**config.mk**
```make
export PLATFORM = sky130hd
export DESIGN_NAME = div_unit_flat
export DESIGN_NICKNAME = d
export VERILOG_FILES = /design/src/rtl/div_if.sv /design/src/rtl/div_unit.sv /design/src/flat_wrapper.sv
export SDC_FILE = /design/constraint.sdc
export NUM_CORES = 1
export LEC_CHECK = 0
export CAP_MARGIN = 20
export CORE_ASPECT_RATIO = 1.5
export CORE_UTILIZATION = 50
export CTS_CLUSTER_SIZE = 40
export DETAILED_ROUTE_END_ITERATION = 10
export PLACE_DENSITY = 0.73
export RECOVER_POWER = 100
export SLEW_MARGIN = 10
export SYNTH_ARGS = -nofsm -noshare
export SYNTH_HDL_FRONTEND = slang
export SYNTH_SLANG_ARGS = --single-unit
```
**constraint.sdc**
```tcl
create_clock -name clk -period 5 [get_ports clk]
set_clock_uncertainty 0.05 [all_clocks]
set_input_delay 0.75 -clock clk [delete_from_list [all_inputs] [get_ports clk]]
set_output_delay 0.75 -clock clk [all_outputs]
set_load 0.01 [all_outputs]
```
**src/rtl/div_if.sv**
```systemverilog
// Handshake and operand bundle between the EX stage (master) and the divider (slave).
interface div_if #(
    parameter int DATA_W = 32
);
    logic                  signed_div_i;
    logic [DATA_W-1:0]     opdata1_i;
    logic [DATA_W-1:0]     opdata2_i;
    logic                  start_i;
    logic                  annul_i;
    logic [2*DATA_W-1:0]   result_o;
    logic                  ready_o;

    modport master (
        output signed_div_i, opdata1_i, opdata2_i, start_i, annul_i,
        input  result_o, ready_o
    );

    modport slave (
        input  signed_div_i, opdata1_i, opdata2_i, start_i, annul_i,
        output result_o, ready_o
    );
endinterface

```
**src/rtl/div_unit.sv**
```systemverilog
// Multi-cycle radix-2 restoring divider for div/divu; one quotient bit per cycle,
// result {remainder, quotient} held until EX drops its request.
module div_unit #(
    parameter int DATA_W = 32
) (
    input  logic clk,
    input  logic rst,
    div_if.slave bus
);
    typedef enum logic [1:0] {FREE, BYZERO, ON, END} state_t;

    localparam logic [5:0] CNT_MAX = 6'(DATA_W);

    state_t                state, state_n;
    logic [5:0]            cnt, cnt_n;
    logic [2*DATA_W:0]     dividend, dividend_n;
    logic [DATA_W-1:0]     divisor, divisor_n;
    logic                  sgn_q, sgn_q_n, sgn_r, sgn_r_n;
    logic [2*DATA_W-1:0]   result, result_n;
    logic                  ready, ready_n;
    logic [DATA_W:0]       diff;

    function automatic logic [DATA_W-1:0] magnitude(input logic signed [DATA_W-1:0] v,
                                                    input logic is_signed);
        return (is_signed && v[DATA_W-1]) ? -v : v;
    endfunction

    function automatic logic [DATA_W-1:0] negate_if(input logic [DATA_W-1:0] v,
                                                    input logic neg);
        return neg ? (~v + 1'b1) : v;
    endfunction

    always_comb begin
        state_n    = state;
        cnt_n      = cnt;
        dividend_n = dividend;
        divisor_n  = divisor;
        sgn_q_n    = sgn_q;
        sgn_r_n    = sgn_r;
        result_n   = result;
        ready_n    = ready;
        // Partial remainder plus next dividend bit, minus divisor; bit DATA_W set means it did not fit.
        diff       = dividend[2*DATA_W:DATA_W] - {1'b0, divisor};

        case (state)
            FREE: begin
                result_n = '0;
                ready_n  = 1'b0;
                if (bus.start_i && !bus.annul_i) begin
                    if (bus.opdata2_i == '0) begin
                        state_n = BYZERO;
                    end else begin
                        state_n    = ON;
                        cnt_n      = '0;
                        dividend_n = {{DATA_W{1'b0}},
                                      magnitude(bus.opdata1_i, bus.signed_div_i), 1'b0};
                        divisor_n  = magnitude(bus.opdata2_i, bus.signed_div_i);
                        sgn_q_n    = bus.signed_div_i &
                                     (bus.opdata1_i[DATA_W-1] ^ bus.opdata2_i[DATA_W-1]);
                        sgn_r_n    = bus.signed_div_i & bus.opdata1_i[DATA_W-1];
                    end
                end
            end
            BYZERO: begin
                state_n  = END;
                result_n = '0;
                ready_n  = 1'b1;
            end
            ON: begin
                if (bus.annul_i) begin
                    state_n  = FREE;
                    result_n = '0;
                    ready_n  = 1'b0;
                end else if (cnt != CNT_MAX) begin
                    if (diff[DATA_W])
                        dividend_n = dividend << 1;
                    else
                        dividend_n = {diff[DATA_W-1:0], dividend[DATA_W-1:0], 1'b1};
                    cnt_n = cnt + 6'd1;
                end else begin
                    state_n  = END;
                    ready_n  = 1'b1;
                    result_n = {negate_if(dividend[2*DATA_W:DATA_W+1], sgn_r),
                                negate_if(dividend[DATA_W-1:0], sgn_q)};
                end
            end
            END: begin
                if (bus.annul_i || !bus.start_i) begin
                    state_n  = FREE;
                    result_n = '0;
                    ready_n  = 1'b0;
                end
            end
            default: state_n = FREE;
        endcase
    end

    always_ff @(posedge clk) begin
        if (rst) begin
            state  <= FREE;
            cnt    <= '0;
            result <= '0;
            ready  <= 1'b0;
        end else begin
            state  <= state_n;
            cnt    <= cnt_n;
            result <= result_n;
            ready  <= ready_n;
        end
    end

    // Datapath registers carry no reset; they are always loaded before use.
    always_ff @(posedge clk) begin
        dividend <= dividend_n;
        divisor  <= divisor_n;
        sgn_q    <= sgn_q_n;
        sgn_r    <= sgn_r_n;
    end

    assign bus.result_o = result;
    assign bus.ready_o  = ready;
endmodule

```
**src/flat_wrapper.sv**
```systemverilog
// flat-port wrapper written by rule: the top's interface ports become plain ports
module div_unit_flat 
#(
    parameter int DATA_W = 32
)
  (clk, rst, bus_signed_div_i, bus_opdata1_i, bus_opdata2_i, bus_start_i, bus_annul_i, bus_result_o, bus_ready_o);
  div_if #(.DATA_W(DATA_W)) bus_i ();
  input  logic clk;
  input  logic rst;
  input wire logic [$bits(bus_i.signed_div_i)-1:0] bus_signed_div_i;
  input wire logic [$bits(bus_i.opdata1_i)-1:0] bus_opdata1_i;
  input wire logic [$bits(bus_i.opdata2_i)-1:0] bus_opdata2_i;
  input wire logic [$bits(bus_i.start_i)-1:0] bus_start_i;
  input wire logic [$bits(bus_i.annul_i)-1:0] bus_annul_i;
  output wire logic [$bits(bus_i.result_o)-1:0] bus_result_o;
  output wire logic [$bits(bus_i.ready_o)-1:0] bus_ready_o;
  assign bus_i.signed_div_i = bus_signed_div_i;
  assign bus_i.opdata1_i = bus_opdata1_i;
  assign bus_i.opdata2_i = bus_opdata2_i;
  assign bus_i.start_i = bus_start_i;
  assign bus_i.annul_i = bus_annul_i;
  assign bus_result_o = bus_i.result_o;
  assign bus_ready_o = bus_i.ready_o;
  div_unit #(.DATA_W(DATA_W)) u_core (.clk(clk), .rst(rst), .bus(bus_i));
endmodule
```
# --- After elaboration in Yosys (flattened, before gate mapping) ---
# Index checks and enable logic that the tools add are counted.
totals:
  ff_bits: 172
  romBits: 0
  ram_bits: 0
  latch_bits: 0
  inputBits: 69
  output_inout_bits: 65
  mem_count: 0
  elab_cells: 73
op_classes:
  shift: 0
  bitwise_logic: 6
  n_mul: 0
  addsub: 6
  n_eq_ne: 10
  div: 0
  n_lt_le_gt_ge: 0
  n_reduce_logical: 14
  muxes: 29
ops:
  columns: ["op", "count"]
  rows:
  - ["$mux 65", 5]
  - ["$mux 64", 3]
  - ["$pmux 64 s3", 1]
  - ["$pmux 65 s2", 1]
  - ["$mux 32", 4]
  - ["$add 32x1->32 const B", 2]
  - ["$neg 32->32", 2]
  - ["$not 32->32", 2]
  - ["$sub 33x32->33", 1]
  - ["$logic_not 32->1", 1]
  - ["$mux 6", 4]
  - ["$pmux 6 s2", 1]
  - ["$mux 2", 5]
  - ["$pmux 2 s4", 1]
  - ["$add 6x1->6 const B", 1]
  - ["$ne 2x1->1 const B", 3]
  - ["$ne 6x6->1 const B", 1]
  - ["$reduce_and 3->1", 2]
  - ["$reduce_and 5->1", 1]
  - ["$eq 2x2->1 const B", 2]
  - ["$ne 2x2->1 const B", 2]
  - ["$pmux 1 s4", 1]
  - ["$logic_and 1x1->1", 3]
  - ["$mux 1", 3]
  - ["other kinds (11)", 13]

# --- Longest topological paths before layout ---
depth:
  word_depth: 6
  mapped_depth: 13

# --- Least setup slack after synthesis ---
# OpenSTA, ideal clock, no wires.
synth_timing:
  kind: "input-to-reg"
  startpoint: "input port bus_opdata2_i[0]"
  endpoint: "register u_core.cnt[3]"
  arrival_time_ns: 3.605
  cell_stages: 11
  setup_slack_ns: 1.218
  cell_sequence: "inv_1 -> ha_1 -> nor4b_1 -> and3_1 -> nand4_1 -> o41ai_1 -> a211o_1 -> inv_1 -> nand2_1 -> a21oi_1 -> nor2_1"
synth_between:
  elab_chain_cells: 3
synth_rtl:
  columns: ["item", "line", "rtl"]
  rows:
  - ["start, declared", "flat_wrapper.sv:12", "input wire logic [$bits(bus_i.opdata2_i)-1:0] bus_opdata2_i;"]
  - ["$logic_not 32->1", "div_unit.sv:50", "if (bus.opdata2_i == '0) begin"]
  - ["$ne 2x2->1 (no source line)", null, null]
  - ["$reduce_and 5->1 (no source line)", null, null]
  - ["end signal, assigned", "div_unit.sv:106", "cnt <= cnt_n;"]
  - ["end, declared", "div_unit.sv:15", "logic [5:0] cnt, cnt_n;"]
# Every way passes these cells.
# A chain may end at the register's enable or synchronous reset.

# --- Worst setup path after layout ---
layout_timing:
  startpoint: "register u_core.dividend[32]"
  endpoint: "register u_core.dividend[37] (data pin)"
layout_between:
  elab_chain_cells: 5
layout_rtl:
  columns: ["item", "line", "rtl"]
  rows:
  - ["start, declared", "div_unit.sv:16", "logic [2*DATA_W:0] dividend, dividend_n;"]
  - ["start signal, assigned", "div_unit.sv:114", "dividend <= dividend_n;"]
  - ["$sub 33x32->33", "div_unit.sv:43", "diff = dividend[2*DATA_W:DATA_W] - {1'b0, divisor};"]
  - ["$mux 65", "div_unit.sv:75", "if (diff[DATA_W])"]
  - ["$mux 65", "div_unit.sv:74", "end else if (cnt != CNT_MAX) begin"]
  - ["$mux 65", "div_unit.sv:70", "if (bus.annul_i) begin"]
  - ["$pmux 65 s2", "div_unit.sv:45", "case (state)"]
# Every way passes these cells. The select of a mux whose other input is x is not followed.

==> results.json <==
{
  "dieWidth_um": 124,
  "n_antenna_cell": 0,
  "seq_power_share": 0.360,
  "cts.clk_slew.worst_paths_ns": 0.07,
  "multiInputGateArea_mm2": 0.00619,
  "startpoint_type": "flop",
  "drtPass1Iterations": 5,
  "failed_checks": "max-capacitance violations, max-slew violations",
  "drtAntennaViolNets": 0,
  "stdcell_count": 1647,
  "avgRoutedWirePerCell_um": 16.8,
  "rsz0062_at_grt": "no",
  "p_clk_frac": 0.218,
  "relSlewSlack": -0.572,
  "syn-cell-area_mm2": 0.0111,
  "die_y_um": 185,
  "cts_max_path_buffers": 2,
  "worstMarginPinSlew_ns": 2.36,
  "slowest_stage": "clkbuf_2",
  "drv_slew": 102,
  "p_leak_nw": 5.16,
  "cts_root_buf": "clkbuf_16",
  "core_mm2": 0.0217,
  "synth_top_area_frac": 0.268,
  "fin_crit_ns": 4.14,
  "dp_hpwl_um": 21100,
  "synthTopCellsByArea": "edfxtp_1 27%, dfxtp_1 13%, xnor2_1 5.8%, nand2_1 5.7%, xor2_1 5.2%",
  "port_buffers": 133,
  "worstPathCellList": "inv_1 -> ha_1 -> fa_1 -> nand2b_1 -> a21oi_1 -> o211ai_1 -> a21oi_1 -> o2111ai_1 -> a21o_1 -> nand3_1 -> clkbuf_2 -> mux2i_1",
  "n_fill_cell": 1931,
  "final_common_cell": "nand2_1",
  "critical_path.max_stage_delay_ns": 0.64,
  "gp_congestion": 0.922,
  "grt_overflow_total": 0,
  "grt_pass1_vias": 9038,
  "p_int_w": 0.00379,
  "cp_num_buf_inv": 2,
  "synthCells": 1256,
  "async_flop_share": 0,
  "ys.flop_type": "edfxtp_1",
  "syn_to_final_growth_pct": 18.9,
  "synth_edf_count": 99,
  "clk_latency_ns": 0.44,
  "crit_type": "flop to flop",
  "synth_warnings": 0,
  "drt_wl_total_um": 27600,
  "antenna_found_initial": 0,
  "grtUsageTotal": 0.250,
  "rows": 66,
  "clock_sinks": 172,
  "crit_path_end_kind": "flop",
  "critPathRequiredTime_ns": 5.10,
  "p_comb_frac": 0.422,
  "cp_common_cell": "a21oi_1",
  "synth_top_cell_by_area": "edfxtp_1",
  "dieArea_mm2": 0.0228,
  "finalCritPeriodShare": 0.827,
  "synth-seq-cells": 172,
  "switching_share": 0.392,
  "drtIter0Drc": 672,
  "vias": 9613,
  "peakVddDrop_mv": 0.260,
  "place_inst": 1615,
  "drc": 0,
  "grt_max_degree": 65,
  "htree_levels": 4,
  "hp-class": "flop to flop",
  "ios": 134,
  "ys_types": 69,
  "cp_top_family": "compound AO/OA/AOI/OAI gates",
  "fmax_mhz": 242,
  "via_per_inst": 5.84,
  "mappedNetlistNets": 1369,
  "hold_viol_final": 0,
  "power.switching_w": 0.00245,
  "cts_resized": 0,
  "ys_seq_area_frac": 0.399,
  "tritoncts": "built",
  "layout-drive-gt1-share": 0.0444,
  "setup_tns_ns": 0,
  "holdBufCountCts": 0,
  "ff_latch_area_mm2": 0.00443,
  "grt_pass1_wl_um": 44400,
  "post_cts_buffers": 0,
  "initial_utilization": 0.511,
  "cp_max_fo": 22,
  "cap_violations": 2,
  "status": "finished with violations",
  "setup_violations": 0,
  "fin_nets": 1475,
  "mostFrequentLayoutCells": "170 x nand2_1, 107 x o21ai_0, 99 x edfxtp_1",
  "cp.arrival_ns": 4.23,
  "synth_area_per_cell_um2": 8.84,
  "power.density_mw_per_mm2": 473,
  "cts_inserted_buffers": 17
}
final cells by class:
cell class / instances / share of cell area
multi-input combinational: 969 / 0.469
sequential: 172 / 0.336
timing repair buffer: 144 / 0.107
clock buffer: 19 / 0.0360
tap: 272 / 0.0258
inverter: 58 / 0.0165
clock inverter: 13 / 0.0100
synthesized netlist by cell type (16+ instances only):
cell type	number
ha_1	43
a21o_1	27
edfxtp_1	99
xnor2_1	74
nor2_1	89
inv_1	58
nand2_1	170
xor2_1	66
a22oi_1	28
a31oi_1	16
mux2i_1	30
dfxtp_1	73
nor3_1	31
clkbuf_1	51
or4_1	20
o21ai_0	106
a21oi_1	70
o31ai_1	25
worst register-to-register path, delay by kind of cell (launching register included):
family | cells | cell delay (ns)
simple gates | 2 | 0.34
fa+ha+maj | 2 | 0.60
mux | 1 | 0.20
compound gates | 5 | 1.46
buf+inv | 2 | 0.72
flops | 1 | 0.48
through the flow:
step / hold slack, ns / util / setup slack [ns] / total power (W) / cell area, um2
floorplan: 0.422 / - / 1.22 / 0.00415 / 11100
global placement: 0.384 / 0.582 / 0.818 / 0.00483 / 12600
detailed placement: 0.393 / 0.583 / 0.763 / 0.00489 / 12700
CTS: 0.402 / 0.611 / 1.10 / 0.00627 / 13300
global route: 0.426 / 0.608 / 0.654 / 0.00665 / 13200
finish: 0.396 / 0.608 / 0.863 / 0.00624 / 13200
routing by layer:
layer	routed length (um)	GRT usage
met4	994	0.122
met1	10900	0.286
met3	1270	0.0362
met2	14400	0.448
met5	0	0
state kept, by name, summed over array words and instances (netlist names):
name / cells
u_core.state: 2
u_core.cnt: 6
u_core.sgn_r: 1
u_core.sgn_q: 1
u_core.bus.result_o: 64
u_core.bus.ready_o: 1
u_core.divisor: 32
u_core.dividend: 65
kinds of logic (layout without fill, tap and decap cells):
kind of cell,Yosys count,after routing,share of synthesized area
AND/OR/NAND/NOR,414,414,0.177
AO/OA/AOI/OAI,339,339,0.194
flip-flops,172,172,0.399
XOR/XNOR,140,140,0.110
buffers and inverters,115,234,0.0403
adder cells (fa/ha/maj),44,44,0.0503
multiplexers,32,32,0.0291
final timing paths:
check,cells past startpoint,slack (ns),from,to
max,12,0.86,u_core.dividend[32],u_core.dividend[37]
min reg2reg,2,0.40,u_core.bus.result_o[29],u_core.bus.result_o[29]
min,2,0.40,u_core.bus.result_o[29],u_core.bus.result_o[29]
max reg2reg,12,0.86,u_core.dividend[32],u_core.dividend[37]
power groups by stage:
stage | logic, W | registers [W] | clock network [W]
final | 0.00263 | 0.00224 | 0.00136
after global routing | 0.00292 | 0.00228 | 0.00145
after CTS | 0.00265 | 0.00224 | 0.00138
after detailed placement | 0.00263 | 0.00227 | 0
after global placement | 0.00257 | 0.00226 | 0
after floorplan | 0.00197 | 0.00218 | 0
Note: power is estimated with default switching activity, not from simulation.
